--- config.mk ---
export PLATFORM = sky130hd
export DESIGN_NAME = mem_stage_ctrl
export DESIGN_NICKNAME = d
export VERILOG_FILES = /design/src/rtl/mem_stage_ctrl.sv
export SDC_FILE = /design/constraint.sdc
export NUM_CORES = 1
export LEC_CHECK = 0
export ABC_AREA = 0
export BUFFER_PORTS_ARGS = -buffer_cell sky130_fd_sc_hd__buf_2
export CAP_MARGIN = 20
export CORE_MARGIN = 2
export CORE_UTILIZATION = 35
export CTS_BUF_LIST = sky130_fd_sc_hd__clkbuf_2
export CTS_CLUSTER_DIAMETER = 120
export DETAILED_ROUTE_END_ITERATION = 16
export GPL_TIMING_DRIVEN = 1
export PLACE_DENSITY = 0.63
export SETUP_SLACK_MARGIN = 0.2
export SLEW_MARGIN = 25
export SYNTH_ARGS = -nofsm -noshare
export SYNTH_HDL_FRONTEND = slang
export SYNTH_SLANG_ARGS = --single-unit
--- constraint.sdc ---
create_clock -name clk -period 2.7 [get_ports clk]
set_input_delay 0.54 -clock clk [delete_from_list [all_inputs] [get_ports clk]]
set_output_delay 0.54 -clock clk [all_outputs]
set_load 0.05 [all_outputs]
--- src/rtl/mem_stage_ctrl.sv ---
// Memory-stage controller: drives the data memory request, stalls the front of the pipeline
// during variable-latency accesses, and latches halt/error. Optional: MEM_STALL_CNT_EN.
module mem_stage_ctrl #(
    parameter int unsigned MAX_WAIT = 255,
    parameter int unsigned CNT_W    = 8
) (
    input  logic clk,
    input  logic rst,
    input  logic memRead,
    input  logic memWrite,
    input  logic halt,
    input  logic memBusy,
    input  logic memDone,
    input  logic memErr,
    output logic memEnable,
    output logic memWr,
    output logic stall,
    output logic bubble,
    output logic haltOut,
    output logic err
`ifdef MEM_STALL_CNT_EN
    ,
    output logic [15:0] stallCount
`endif
);

    typedef enum logic [1:0] {
        StIdle = 2'd0,
        StWait = 2'd1,
        StHalt = 2'd2,
        StErr  = 2'd3
    } state_e;

    localparam logic [CNT_W:0] MaxWait = (CNT_W + 1)'(MAX_WAIT);

    state_e           state_q, state_d;
    logic [CNT_W-1:0] cnt_q, cnt_d;
    logic [CNT_W:0]   cnt_inc;
    logic             access;
    logic             timeout;
    logic             mem_en;
    logic             stall_c;

    assign access  = memRead | memWrite;
    assign cnt_inc = {1'b0, cnt_q} + {{CNT_W{1'b0}}, 1'b1};
    assign timeout = (cnt_inc >= MaxWait);

    always_comb begin
        state_d = state_q;
        cnt_d   = cnt_q;
        mem_en  = 1'b0;
        stall_c = 1'b0;
        unique case (state_q)
            StIdle: begin
                if (halt) begin
                    stall_c = 1'b1;
                    state_d = StHalt;
                end else if (access) begin
                    if (memBusy) begin
                        // Request not yet accepted; the busy cycles count toward the timeout.
                        stall_c = 1'b1;
                        if (timeout) begin
                            state_d = StErr;
                        end else begin
                            cnt_d = cnt_inc[CNT_W-1:0];
                        end
                    end else begin
                        mem_en = 1'b1;
                        if (memErr) begin
                            stall_c = 1'b1;
                            state_d = StErr;
                        end else if (memDone) begin
                            cnt_d = '0;
                        end else begin
                            stall_c = 1'b1;
                            state_d = StWait;
                        end
                    end
                end
            end
            StWait: begin
                mem_en = 1'b1;
                if (memErr) begin
                    stall_c = 1'b1;
                    state_d = StErr;
                end else if (memDone) begin
                    cnt_d   = '0;
                    state_d = StIdle;
                end else begin
                    stall_c = 1'b1;
                    if (timeout) begin
                        state_d = StErr;
                    end else begin
                        cnt_d = cnt_inc[CNT_W-1:0];
                    end
                end
            end
            StHalt: stall_c = 1'b1;
            StErr:  stall_c = 1'b1;
            default: state_d = StIdle;
        endcase
    end

    always_ff @(posedge clk or negedge rst) begin
        if (!rst) begin
            state_q <= StIdle;
            cnt_q   <= '0;
        end else begin
            state_q <= state_d;
            cnt_q   <= cnt_d;
        end
    end

    // Combinational outputs are gated so that nothing escapes while reset is held.
    assign memEnable = rst & mem_en;
    assign memWr     = memEnable & memWrite;
    assign stall     = rst & stall_c;
    assign bubble    = stall;
    assign haltOut   = (state_q == StHalt);
    assign err       = (state_q == StErr);

`ifdef MEM_STALL_CNT_EN
    logic [15:0] stall_cnt_q;

    always_ff @(posedge clk or negedge rst) begin
        if (!rst) begin
            stall_cnt_q <= '0;
        end else if (stall && (state_q == StIdle || state_q == StWait)
                     && stall_cnt_q != 16'hFFFF) begin
            stall_cnt_q <= stall_cnt_q + 16'd1;
        end
    end

    assign stallCount = stall_cnt_q;
`endif

endmodule
==> results of run 1 <==
## cell families after synthesis
group,share of synthesized area
flip-flops,0.3021
adder cells (fa/ha/maj),0.03021
AO/OA/AOI/OAI,0.2991
buffers and inverters,0.05587
multiplexers,0.01209
AND/OR/NAND/NOR,0.3006
## cell usage in the layout, fill, tap and decap left out, types with 2 or more instances in the layout
cell type / count
sky130_fd_sc_hd__a21oi_1: 12
sky130_fd_sc_hd__a31oi_1: 4
sky130_fd_sc_hd__and2_1: 4
sky130_fd_sc_hd__buf_2: 13
sky130_fd_sc_hd__clkbuf_2: 3
sky130_fd_sc_hd__dfrtp_1: 10
sky130_fd_sc_hd__ha_1: 2
sky130_fd_sc_hd__inv_1: 4
sky130_fd_sc_hd__nand2_1: 6
sky130_fd_sc_hd__nand2b_1: 3
sky130_fd_sc_hd__nand3_1: 5
sky130_fd_sc_hd__nor2_1: 6
sky130_fd_sc_hd__nor2b_1: 4
sky130_fd_sc_hd__nor3_1: 3
sky130_fd_sc_hd__o21ai_0: 2
sky130_fd_sc_hd__o2bb2ai_1: 2
sky130_fd_sc_hd__o2bb2ai_2: 2
## per-layer routing
| layer | vias to the layer above | share of wire | global-route usage |
|---|---|---|---|
| met3 | 2 | 0.028 | 0.02571 |
| met2 | 13 | 0.45 | 0.2188 |
| met4 | 0 | 0.012 | 0.05128 |
| met1 | 324 | 0.51 | 0.1990 |
| li1 | 368 | - | - |
| met5 | - | 0 | 0 |
## flip-flops by register name (all words and copies together) (netlist names)
name     cells
state_q      2
cnt_q        8
## worst max-delay path by stage
stage | startpoint | slack (ns) | cells after the start | to
2_1_floorplan | memBusy | 0.36 | 4 | memWr
3_3_place_gp | memErr | 0.59 | 7 | stall
3_5_place_dp | memErr | 0.50 | 7 | stall
4_1_cts | memErr | 0.49 | 7 | stall
5_1_grt | memErr | 0.37 | 7 | bubble
6_report | memErr | 0.50 | 7 | stall
## layout make-up
class / instances / area (sq um) / area share
clock buffers: 3 / 15.01 / 0.01619
inverters: 4 / 15.01 / 0.01619
flip-flops and latches: 10 / 250.2 / 0.2699
multi-input cells: 75 / 543.0 / 0.5857
well taps: 28 / 35.03 / 0.03779
repair buffers: 13 / 65.06 / 0.07018
clock inverters: 1 / 3.754 / 0.004049
## where the power goes
part,switching [mW],total [mW],leakage [nW],internal (mW)
Clock,0.0597,0.0919,0.0140,0.0322
Sequential,0.0218,0.181,0.121,0.159
Combinational,0.0817,0.139,0.235,0.0570
Total,0.163,0.411,0.370,0.248
## metrics by stage
| stage | cell area, sq um | hold slack (ns) | utilization |
|---|---|---|---|
| 6_report | 927.1 | 0.1256 | 0.4151 |
| 5_1_grt | 927.1 | 0.1150 | 0.4151 |
| 4_1_cts | 927.1 | 0.1289 | 0.4151 |
| 3_5_place_dp | 908.4 | 0.4386 | 0.4067 |
| 3_3_place_gp | 908.4 | 0.4401 | 0.4067 |
| 2_1_floorplan | 839.6 | 0.2444 | - |
==> metrics.log, run 1 <==
[metrics] required time at the worst-slack endpoint: 2.16 ns
[metrics] maximum number of pins on one net before global-route repair: 15
[metrics] CP max stage delay: 0.23 ns
[metrics] WP buf/inv: 2
[metrics] number of instances resized during post-cts repair: 0
[metrics] post-route clock skew: 0.002380 ns
[metrics] mean instance size in the synthesized netlist: 8.906 sq um
[metrics] cell with the largest stage delay on the worst path: sky130_fd_sc_hd__nor2b_1
[metrics] antenna violations before repair: 0
[metrics] Sinks on Clock Net: 10
[metrics] WP data arrival: 1.66 ns
[metrics] global-route congestion overflow total: 0
[metrics] num rows: 17
[metrics] Placed Instances: 130
[metrics] number of hold violations in the final report: 0
[metrics] cell chosen for the clock root: sky130_fd_sc_hd__clkbuf_2
[metrics] fraction of registers with async set/reset: 1.000
[metrics] clock transition at the registers of the reported paths: 0.12 ns
[metrics] Setup WS pre-CTS: 0.5008 ns
[metrics] final period utilization: 0.8157
[metrics] via count of the first global-routing pass: 667
[metrics] worst reg-to-reg setup slack: 0.71 ns
[metrics] width of the die: 52.65 microns
[metrics] endpoint type of the worst setup path: primary output
[metrics] number of storage elements in the synthesis netlist: 10
[metrics] area delta synth->final: 11.93%
[metrics] # Max-Cap Violations: 0
[metrics] Max clock buf depth: 2
[metrics] register area share after synthesis: 0.3021
[metrics] Clock Latency Late Sink: 0.27 ns
[metrics] transition time at the pin with the least slew margin: 0.4735 ns
[metrics] count of mapped cells out of synthesis: 93
[metrics] most used standard cell by instance count after synthesis: sky130_fd_sc_hd__a21oi_1
[metrics] Syn. warnings: 0
[metrics] post-synth top area share: 0.3021
[metrics] wire length of the first global-routing pass: 3.001 mm
[metrics] count of antenna-violating nets left after detailed routing: 0
[metrics] status: complete, no violations
[metrics] path category of the worst min-delay check: in2async
[metrics] pwr/cell area: 443.6 mW/mm^2
[metrics] post-route insts no fill: 134
[metrics] clock tree from TritonCTS: done
[metrics] EDFF count, synth: 0
[metrics] cell type contributing the most total cell area after synthesis: sky130_fd_sc_hd__dfrtp_1
[metrics] highest net fanout along the worst path: 4
[metrics] number of unique standard cell types used by synthesis: 37
[metrics] number of H-tree levels: 1
[metrics] total routed wirelength: 1.713 mm
[metrics] DP HPWL: 1.282 mm
[metrics] DRC violations left: 0
[metrics] endpoints failing setup: 0
[metrics] total power consumption of the routed design: 0.4113 mW
[metrics] overall die area: 0.002772 sq mm
[metrics] Post-CTS Hold Buffers: 0
[metrics] worst max-slew margin expressed relative to the limit: 0.6843
[metrics] cell depth of the worst flop-to-flop path: 7
[metrics] GPL Wtd Cong: 0.7656
[metrics] type of element launching the critical path: input port
[metrics] net count of the mapped netlist: 103
[metrics] Total Routing Usage GR: 0.1429
[metrics] die height: 52.65 microns
[metrics] leakage: 0.3696 nW
[metrics] Worst Slack Setup Final: 0.4977 ns
[metrics] top cells by area, synth: sky130_fd_sc_hd__dfrtp_1 30%, sky130_fd_sc_hd__a21oi_1 7.3%, sky130_fd_sc_hd__o2bb2ai_2 3.6%, sky130_fd_sc_hd__a31oi_1 3.0%, sky130_fd_sc_hd__and2_1 3.0%
[metrics] number of nets in the layout: 117
[metrics] setup bufs post-CTS: 0
[metrics] WL/cell: 12.78 microns
[metrics] fraction of layout cells with a size suffix above 1: 0.2642
[metrics] netlist area before placement: 828.3 sq um
[metrics] cells along the critical path: buf_2 > nor2b_1 > a21oi_1 > nor3_1 > a21oi_1 > o21a_1 > buf_2
[metrics] effective utilization at floorplan: 0.3709
[metrics] Crit Reg-Reg Startpoint: cnt_q[0]
[metrics] fin. max-slew vios: 0
[metrics] Vias per Instance: 5.276
[metrics] io pins: 14
[metrics] CP top delay family: simple AND/OR/NAND/NOR gates
[metrics] number of optimization iterations in the first detailed-route pass: 2
[metrics] Total Negative Setup Slacks: 0 ns
[metrics] routed vias: 707
[metrics] Std-Cell Core Area: 0.002233 sq mm
[metrics] Antenna Diode Count: 0
[metrics] setup repair after global routing missed its margin: no
[metrics] min Tclk post-route: 2.202 ns
[metrics] dominant register cell in the synthesized netlist: sky130_fd_sc_hd__dfrtp_1
[metrics] type of the worst setup path: in2out
[metrics] CTS Buf Count: 3
[metrics] top cell types by occurrence after synthesis: 12 x sky130_fd_sc_hd__a21oi_1, 10 x sky130_fd_sc_hd__dfrtp_1, 6 x sky130_fd_sc_hd__nand2_1, 6 x sky130_fd_sc_hd__nor2_1, 5 x sky130_fd_sc_hd__nand3_1
[metrics] Critical R2R Capture: cnt_q[2]
[metrics] fillcell total: 236
[metrics] Peak Freq: 454.1 MHz
[metrics] violation count after the first detailed-routing iteration: 12
[metrics] maximum resistive drop on vdd: 0.2566 mV
[metrics] number of port buffers: 13
(Power assumes the default switching activity.)
==> inputs of run 2 (changes only) <==
Settings changed: ABC_AREA 0 to 1, PLACE_DENSITY 0.63 to 0.65.
Clock period 2.7 ns to 2 ns, I/O delays scaled along.
==> run 2 against run 1 <==
Sequential power is 130% higher. Setup slack got worse by 0.49 ns. Global-route usage up 3.4 points. Combinational power rose to 7.3 times the previous value. Critical path depth increased by 1. Die area increased by 4.3%. Worst hold slack worse by 0.014 ns. Via count increased by 42%. Count of clock-buffer cells in the layout did not move. Power grew to 3.8 times the previous value. Critical path type unchanged.
==> metrics.log, run 2 <==
[metrics] Reg with most FFs: cnt_q
[metrics] Max clock buf depth: 2 (unchanged)
[metrics] count of mapped cells out of synthesis: 139 (+49%)
[metrics] number of port buffers: 13 (unchanged)
[metrics] violation count after the first detailed-routing iteration: 23 (+11)
[metrics] effective utilization at floorplan: 0.3598 (-0.01105)
[metrics] total routed wirelength: 2.618 mm (+53%)
[metrics] Int Pwr: 0.7252 mW (+190%)
[metrics] Sinks on Clock Net: 10 (unchanged)
[metrics] Crit Reg-Reg Startpoint: cnt_q[0]
[metrics] top cell types by occurrence after synthesis: 37 x sky130_fd_sc_hd__nand2_1, 23 x sky130_fd_sc_hd__inv_1, 20 x sky130_fd_sc_hd__nor2_1, 11 x sky130_fd_sc_hd__nand3_1, 10 x sky130_fd_sc_hd__dfrtp_1
[metrics] placement-stage cell area: 991.0 sq um (+9.1%)
[metrics] overall die area: 0.002892 sq mm (+4.3%)
[metrics] Critical R2R Capture: cnt_q[4]
[metrics] setup repair after global routing missed its margin: yes
[metrics] clock transition at the registers of the reported paths: 0.12 ns (about the same)
[metrics] io pins: 14 (unchanged)
[metrics] netlist area before placement: 867.1 sq um (+4.7%)
[metrics] met3 routed WL: 112 microns (+130%)
[metrics] worst max-slew margin expressed relative to the limit: 0.6698 (-0.01459)
[metrics] Std-Cell Core Area: 0.002410 sq mm (+7.9%)
[metrics] WL/cell: 13.29 microns (+4.0%)
[metrics] fraction of registers with async set/reset: 1.000 (unchanged)
[metrics] cells along the critical path: buf_8 > or2_4 > o21ai_2 > nand2_2 > nor3_2 > or2_4 > clkinvlp_4 > buf_8
[metrics] cell type contributing the most total cell area after synthesis: sky130_fd_sc_hd__dfrtp_1
[metrics] type of the worst setup path: in2out
[metrics] antenna violations before repair: 0 (unchanged)
[metrics] type of element launching the critical path: input port
[metrics] Syn. warnings: 0 (unchanged)
[metrics] fillcell total: 230 (-2.5%)
[metrics] CTS Buf Count: 3 (unchanged)
[metrics] Top Layer Used: met4
[metrics] end of the critical path: bubble
[metrics] Antenna Diode Count: 0 (unchanged)
[metrics] number of H-tree levels: 1 (unchanged)
[metrics] leakage: 0.6565 nW (+78%)
[metrics] Vias per Instance: 5.107 (-3.2%)
[metrics] die height: 53.78 microns (+2.1%)
[metrics] clock group share of total power: 0.078 (-0.145)
[metrics] cell depth of the worst flop-to-flop path: 10 (+3)
[metrics] number of storage elements in the synthesis netlist: 10 (unchanged)
[metrics] maximum number of pins on one net before global-route repair: 10 (-5)
[metrics] count of antenna-violating nets left after detailed routing: 0 (unchanged)
[metrics] cell chosen for the clock root: sky130_fd_sc_hd__clkbuf_2
[metrics] wire length on met1: 1.004 mm (+14%)
[metrics] top cells by area, synth: sky130_fd_sc_hd__dfrtp_1 29%, sky130_fd_sc_hd__nand2_1 16%, sky130_fd_sc_hd__inv_1 10%, sky130_fd_sc_hd__nor2_1 8.7%, sky130_fd_sc_hd__nand3_1 6.3%
[metrics] # Max-Cap Violations: 0 (unchanged)
[metrics] number of optimization iterations in the first detailed-route pass: 4 (+2)
[metrics] mean instance size in the synthesized netlist: 6.238 sq um (-30%)
[metrics] post-synth top area share: 0.2886 (-0.01351)
[metrics] most used standard cell by instance count after synthesis: sky130_fd_sc_hd__nand2_1
[metrics] maximum resistive drop on vdd: 0.7170 mV (+180%)
[metrics] Total Negative Setup Slacks: 0 ns (unchanged)
[metrics] required time at the worst-slack endpoint: 1.60 ns (-0.56 ns)
[metrics] Total Routing Usage GR: 0.1766 (+0.03363)
[metrics] clock tree from TritonCTS: done
[metrics] Layout Cell Area excl Fill: 0.001289 sq mm (+39%)
[metrics] transition time at the pin with the least slew margin: 0.4953 ns (+0.02181 ns)
[metrics] area taken by multi-input logic gates: 661.9 sq um (+22%)
[metrics] commonest cells after routing, fill and taps aside: 33 x sky130_fd_sc_hd__nand2_1, 16 x sky130_fd_sc_hd__inv_1, 15 x sky130_fd_sc_hd__nor2_1, 11 x sky130_fd_sc_hd__buf_4
[metrics] cell with the largest stage delay on the worst path: sky130_fd_sc_hd__or2_4
[metrics] share of power burned in combinational logic: 0.653 (+0.316)
[metrics] status: complete, no violations
[metrics] number of nets in the layout: 178 (+52%)
[metrics] fraction of layout cells with a size suffix above 1: 0.4311 (+0.1670)
[metrics] CP max stage delay: 0.25 ns (+0.02 ns)
[metrics] dominant register cell in the synthesized netlist: sky130_fd_sc_hd__dfrtp_1
[metrics] switching power of the nets: 0.8355 mW (+410%)
[metrics] width of the die: 53.78 microns (+2.1%)
[metrics] register area share after synthesis: 0.2886 (-0.01351)
[metrics] WP buf/inv: 3 (+1)
[metrics] EDFF count, synth: 0 (unchanged)
[metrics] min Tclk post-route: 1.996 ns
[metrics] path category of the worst min-delay check: in2async
[metrics] pwr/cell area: 1211 mW/mm^2 (+170%)
[metrics] endpoint type of the worst setup path: primary output
[metrics] origin of the worst setup path: memErr
[metrics] GPL Wtd Cong: 0.8317 (+8.6%)
[metrics] CP top delay family: simple AND/OR/NAND/NOR gates
[metrics] switching portion of total power: 0.5353 (+0.1387)
[metrics] DP HPWL: 1.604 mm (+25%)
[metrics] max reg flops: 8 (unchanged)
[metrics] number of unique standard cell types used by synthesis: 24 (-35%)
[metrics] Clock Latency Late Sink: 0.27 ns (about the same)
[metrics] net count of the mapped netlist: 149 (+45%)
[metrics] fin. max-slew vios: 0 (unchanged)
[metrics] endpoints failing setup: 0 (unchanged)
[metrics] leading registers by flop count: cnt_q x8, state_q x2
[metrics] wire length of the first global-routing pass: 3.753 mm (+25%)
[metrics] area occupied by registers: 252.7 sq um (+1.0%)
[metrics] post-route clock skew: 0.01282 ns (+0.01044 ns)
[metrics] Peak Freq: 501.1 MHz
[metrics] Crit. path cell count: 8 (+1)
[metrics] WP data arrival: 1.60 ns (-0.06 ns)
[metrics] num rows: 18 (+1)
[metrics] number of hold violations in the final report: 0 (unchanged)
[metrics] most common cell after layout, fill and taps aside: sky130_fd_sc_hd__nand2_1
[metrics] DRC violations left: 0 (unchanged)
[metrics] routed vias: 1006 (+42%)
[metrics] met2 WL post-DR: 1.449 mm (+89%)
[metrics] highest net fanout along the worst path: 3 (-1)
[metrics] worst reg-to-reg setup slack: 0.21 ns (-0.50 ns)
[metrics] global-route congestion overflow total: 0 (unchanged)
[metrics] sequential fraction of design power: 0.269 (-0.170)
[metrics] via count of the first global-routing pass: 909 (+36%)
[metrics] area delta synth->final: 48.63%
[metrics] final period utilization: 0.9978
run 2: worst min path at each step:
stage | cells after the start | from | to
2_1_floorplan | 0 | rst | cnt_q[0]
3_3_place_gp | 1 | rst | state_q[1]
3_5_place_dp | 1 | rst | state_q[1]
4_1_cts | 2 | rst | state_q[0]
5_1_grt | 2 | rst | state_q[0]
6_report | 2 | rst | cnt_q[4]
run 2: power by group through the flow:
stage | logic [mW] | clock network, mW | registers [mW]
4_1_cts | 0.776 | 0.125 | 0.394
3_3_place_gp | 0.698 | 0 | 0.400
5_1_grt | 1.12 | 0.134 | 0.434
6_report | 1.02 | 0.121 | 0.420
3_5_place_dp | 0.708 | 0 | 0.405
2_1_floorplan | 0.594 | 0 | 0.373
run 2: worst reg2reg max path, cell delays in order, from the launching register on:
cell	delay [ns]
sky130_fd_sc_hd__dfrtp_1	0.44
sky130_fd_sc_hd__inv_2	0.09
sky130_fd_sc_hd__ha_4	0.24
sky130_fd_sc_hd__o21bai_1	0.18
sky130_fd_sc_hd__nand3_2	0.12
sky130_fd_sc_hd__nor2_4	0.15
sky130_fd_sc_hd__nand3_4	0.16
sky130_fd_sc_hd__nand3_4	0.16
sky130_fd_sc_hd__nand2_1	0.07
sky130_fd_sc_hd__nand2_1	0.06
sky130_fd_sc_hd__nor2_1	0.04
run 2: repair_timing:
action | CTS | global route
hold buffers | 1 | 0
gates cloned | 1 | 0
endpoints found under the hold margin | 1 | 0
setup endpoints to repair | 11 | 14
pin swaps | 6 | 19
buffers inserted | 6 | 4
gates resized for setup | 14 | 38
run 2: kinds of logic (layout without fill, tap and decap cells):
logic type               after synthesis  in the layout  share of synthesized area
buffers and inverters                 27             54                     0.1342
XOR/XNOR                               1              1                    0.01010
adder cells (fa/ha/maj)                2              2                    0.02886
AND/OR/NAND/NOR                       86             87                     0.4516
AO/OA/AOI/OAI                         13             13                    0.08658
flip-flops                            10             10                     0.2886
run 2: stage by stage:
stage	std cells	utilization	power (mW)	hold slack [ns]	setup slack [ns]
2_1_floorplan	139	-	0.9671	0.1044	0.001422
3_3_place_gp	181	0.4112	1.098	0.2166	0.07758
3_5_place_dp	181	0.4112	1.113	0.2153	-0.003797
5_1_grt	197	0.5348	1.684	0.1192	-0.008148
4_1_cts	193	0.4668	1.296	0.09693	0.02776
6_report	197	0.5348	1.561	0.1112	0.004336
run 2: area by class of cell:
type	instances	area share
well taps	30	0.02913
flip-flops and latches	10	0.1961
clock inverters	1	0.002913
inverters	24	0.07670
clock buffers	3	0.01165
multi-input cells	103	0.5136
repair buffers	26	0.1699
run 2: per-layer routing:
| layer | global-route usage | vias up |
|---|---|---|
| met1 | 0.1959 | 475 |
| met2 | 0.3232 | 32 |
| met3 | 0.03056 | 7 |
| li1 | - | 492 |
| met4 | 0.08120 | 0 |
| met5 | 0 | - |
==> inputs of run 3 (changes only) <==
Settings changed: ABC_AREA 1 to not set.
==> run 3 against run 2 <==
Sequential share of layout area rose by 3.6 points. Global-route usage is 2.8 points lower. Die area fell by 4.2%. Register-to-register slack improved by 0.04 ns. Power shrank 59%. Critical path depth down 2. Final cell count shrank 27%. Count of clock-buffer cells in the layout is the same. Sequential cell count unchanged. First-iteration DRC count down 4.3%. Highest routed layer unchanged.
==> metrics.log, run 3 (synthesis gave the netlist of run 1 again) <==
[metrics] status: complete, no violations
[metrics] GPL Wtd Cong: 0.7582 (-8.8%)
[metrics] placement-stage cell area: 947.2 sq um (-4.4%)
[metrics] setup repair after global routing missed its margin: yes
[metrics] origin of the worst setup path: cnt_q[1]
[metrics] Antenna Diode Count: 0 (unchanged)
[metrics] Peak Freq: 572.2 MHz (+14%)
[metrics] required time at the worst-slack endpoint: 2.14 ns (+0.54 ns)
[metrics] Std-Cell Core Area: 0.002233 sq mm (-7.3%)
[metrics] Sinks on Clock Net: 10 (unchanged)
[metrics] fraction of the core area covered by cells at the end of the flow: 0.4846 (-0.05019)
[metrics] total routed wirelength: 1.908 mm (-27%)
[metrics] Crit Reg-Reg Startpoint: cnt_q[1]
[metrics] antenna violations before repair: 0 (unchanged)
[metrics] max reg flops: 8 (unchanged)
[metrics] end of the critical path: cnt_q[3]
[metrics] endpoint type of the worst setup path: register
[metrics] switching portion of total power: 0.3864 (-0.1489)
[metrics] worst max-slew margin expressed relative to the limit: 0.6703 (about the same)
[metrics] fin. max-slew vios: 0 (unchanged)
[metrics] routed vias: 791 (-21%)
[metrics] leading registers by flop count: cnt_q x8, state_q x2
[metrics] highest net fanout along the worst path: 7 (+4)
[metrics] clock tree from TritonCTS: done
[metrics] area taken by multi-input logic gates: 608.1 sq um (-8.1%)
[metrics] Total Negative Setup Slacks: 0 ns (unchanged)
[metrics] number of port buffers: 13 (unchanged)
[metrics] count of antenna-violating nets left after detailed routing: 0 (unchanged)
[metrics] cell chosen for the clock root: sky130_fd_sc_hd__clkbuf_2
[metrics] wire length of the first global-routing pass: 2.960 mm (-21%)
[metrics] min Tclk post-route: 1.747 ns (-0.2482 ns)
[metrics] post-route clock skew: 0.01388 ns (+0.001061 ns)
[metrics] Int Pwr: 0.3927 mW (-46%)
[metrics] Total Routing Usage GR: 0.1486 (-0.02794)
[metrics] WP data arrival: 1.89 ns (+0.29 ns)
[metrics] Max clock buf depth: 2 (unchanged)
[metrics] final period utilization: 0.8737 (-0.1241)
[metrics] total power consumption of the routed design: 0.6400 mW (-59%)
[metrics] via count of the first global-routing pass: 680 (-25%)
[metrics] clock transition at the registers of the reported paths: 0.12 ns (about the same)
[metrics] number of nets in the layout: 127 (-29%)
[metrics] fraction of layout cells with a size suffix above 1: 0.4310 (about the same)
[metrics] area delta synth->final: 30.66%
[metrics] die height: 52.65 microns (-2.1%)
[metrics] endpoints failing setup: 0 (unchanged)
[metrics] number of optimization iterations in the first detailed-route pass: 4 (unchanged)
[metrics] Reg with most FFs: cnt_q
[metrics] fillcell total: 214 (-7.0%)
[metrics] area occupied by registers: 251.5 sq um (-0.49%)
[metrics] path category of the worst min-delay check: in2async
[metrics] clock group share of total power: 0.192 (+0.114)
[metrics] global-route congestion overflow total: 0 (unchanged)
[metrics] pwr/cell area: 591.4 mW/mm^2 (-51%)
[metrics] width of the die: 52.65 microns (-2.1%)
[metrics] leakage: 0.4276 nW (-35%)
[metrics] io pins: 14 (unchanged)
[metrics] worst reg-to-reg setup slack: 0.25 ns (+0.04 ns)
[metrics] num rows: 17 (-1)
[metrics] DP HPWL: 1.287 mm (-20%)
[metrics] cell depth of the worst flop-to-flop path: 6 (-4)
[metrics] number of H-tree levels: 1 (unchanged)
[metrics] maximum number of pins on one net before global-route repair: 15 (+5)
[metrics] effective utilization at floorplan: 0.3709 (+0.01105)
[metrics] type of element launching the critical path: register
[metrics] violation count after the first detailed-routing iteration: 22 (-4.3%)
[metrics] Layout Cell Area excl Fill: 0.001082 sq mm (-16%)
[metrics] overall die area: 0.002772 sq mm (-4.2%)
[metrics] Critical R2R Capture: cnt_q[3]
[metrics] number of hold violations in the final report: 0 (unchanged)
[metrics] WL/cell: 13.25 microns (-0.30%)
[metrics] commonest cells after routing, fill and taps aside: 11 x sky130_fd_sc_hd__a21oi_1, 11 x sky130_fd_sc_hd__buf_4, 10 x sky130_fd_sc_hd__buf_2, 9 x sky130_fd_sc_hd__dfrtp_1, 6 x sky130_fd_sc_hd__nand2_1
[metrics] # Max-Cap Violations: 0 (unchanged)
[metrics] share of power burned in combinational logic: 0.447 (-0.206)
[metrics] switching power of the nets: 0.2473 mW (-70%)
[metrics] sequential fraction of design power: 0.361 (+0.092)
[metrics] Vias per Instance: 5.493 (+7.6%)
[metrics] CTS Buf Count: 3 (unchanged)
[metrics] DRC violations left: 0 (unchanged)
[metrics] transition time at the pin with the least slew margin: 0.4946 ns (-0.0007384 ns)
[metrics] Clock Latency Late Sink: 0.27 ns (about the same)
[metrics] maximum resistive drop on vdd: 0.4261 mV (-41%)
[metrics] type of the worst setup path: reg2reg
-- run 3: changes by cell type in the layout (fill, tap and decap cells not counted), sizes merged, moves of 3 or more --
cell     previous run  this run
nand2              39         6
inv                23         4
nor2               23         6
a21oi               5        13
nand3              14         6
a31oi               0         4
nand4               4         0
nor2b               0         4
o2bb2ai             0         4
buf                25        22
nand2b              0         3
or2                 3         0
-- run 3: layout make-up --
| type | count | share of cell area |
|---|---|---|
| multi-input cells | 75 | 0.5618 |
| inverters | 4 | 0.01387 |
| clock buffers | 3 | 0.01387 |
| flip-flops and latches | 10 | 0.2324 |
| clock inverters | 1 | 0.003468 |
| repair buffers | 23 | 0.1422 |
| well taps | 28 | 0.03237 |
-- run 3: power by group through the flow --
stage | Combinational (mW) | Clock, mW | Sequential (mW)
2_1_floorplan | 0.165 | 0 | 0.234
3_3_place_gp | 0.206 | 0 | 0.237
3_5_place_dp | 0.212 | 0 | 0.237
4_1_cts | 0.233 | 0.128 | 0.228
5_1_grt | 0.307 | 0.133 | 0.234
6_report | 0.286 | 0.123 | 0.231
-- run 3: how the worst min path moves through the flow --
stage / start / depth (start not counted) / end / slack (ns)
2_1_floorplan: rst / 0 / cnt_q[0] / 0.10
3_3_place_gp: rst / 1 / cnt_q[1] / 0.26
3_5_place_dp: rst / 1 / cnt_q[0] / 0.26
4_1_cts: rst / 2 / state_q[1] / 0.05
5_1_grt: rst / 2 / cnt_q[3] / 0.06
6_report: rst / 2 / state_q[1] / 0.07
-- run 3: worst max-delay path: stages, from the launching register on --
cell and delay [ns]:
sky130_fd_sc_hd__dfrtp_1 0.45, sky130_fd_sc_hd__ha_4 0.27, sky130_fd_sc_hd__o21ba_4 0.20, sky130_fd_sc_hd__nor4_4 0.31
sky130_fd_sc_hd__o21ai_4 0.14, sky130_fd_sc_hd__a31oi_1 0.19, sky130_fd_sc_hd__o2bb2ai_1 0.08
-- run 3: per-layer routing --
| metal | GRT usage | wire (microns) |
|---|---|---|
| met1 | 0.1806 | 869 |
| met2 | 0.2333 | 890 |
| met3 | 0.02857 | 90 |
| met4 | 0.1026 | 58 |
| met5 | 0 | 0 |
-- run 3: repair_timing --
action / 4_1_cts / 5_1_grt
gates resized for setup: 5 / 14
pin swaps: 3 / 6
hold buffers: 1 / 0
hold endpoints to repair: 6 / 0
setup buffers: 3 / 2
endpoints found under the setup margin: 8 / 7
cloned: 0 / 0
-- run 3: per-stage QoR --
step | worst slack, ns | std cells | hold slack [ns]
6_report | 0.2525 | 144 | 0.06529
5_1_grt | 0.1501 | 144 | 0.06391
4_1_cts | 0.1801 | 142 | 0.05045
3_5_place_dp | 0.1500 | 134 | 0.2618
3_3_place_gp | 0.1915 | 134 | 0.2609
2_1_floorplan | 0.09604 | 93 | 0.1044
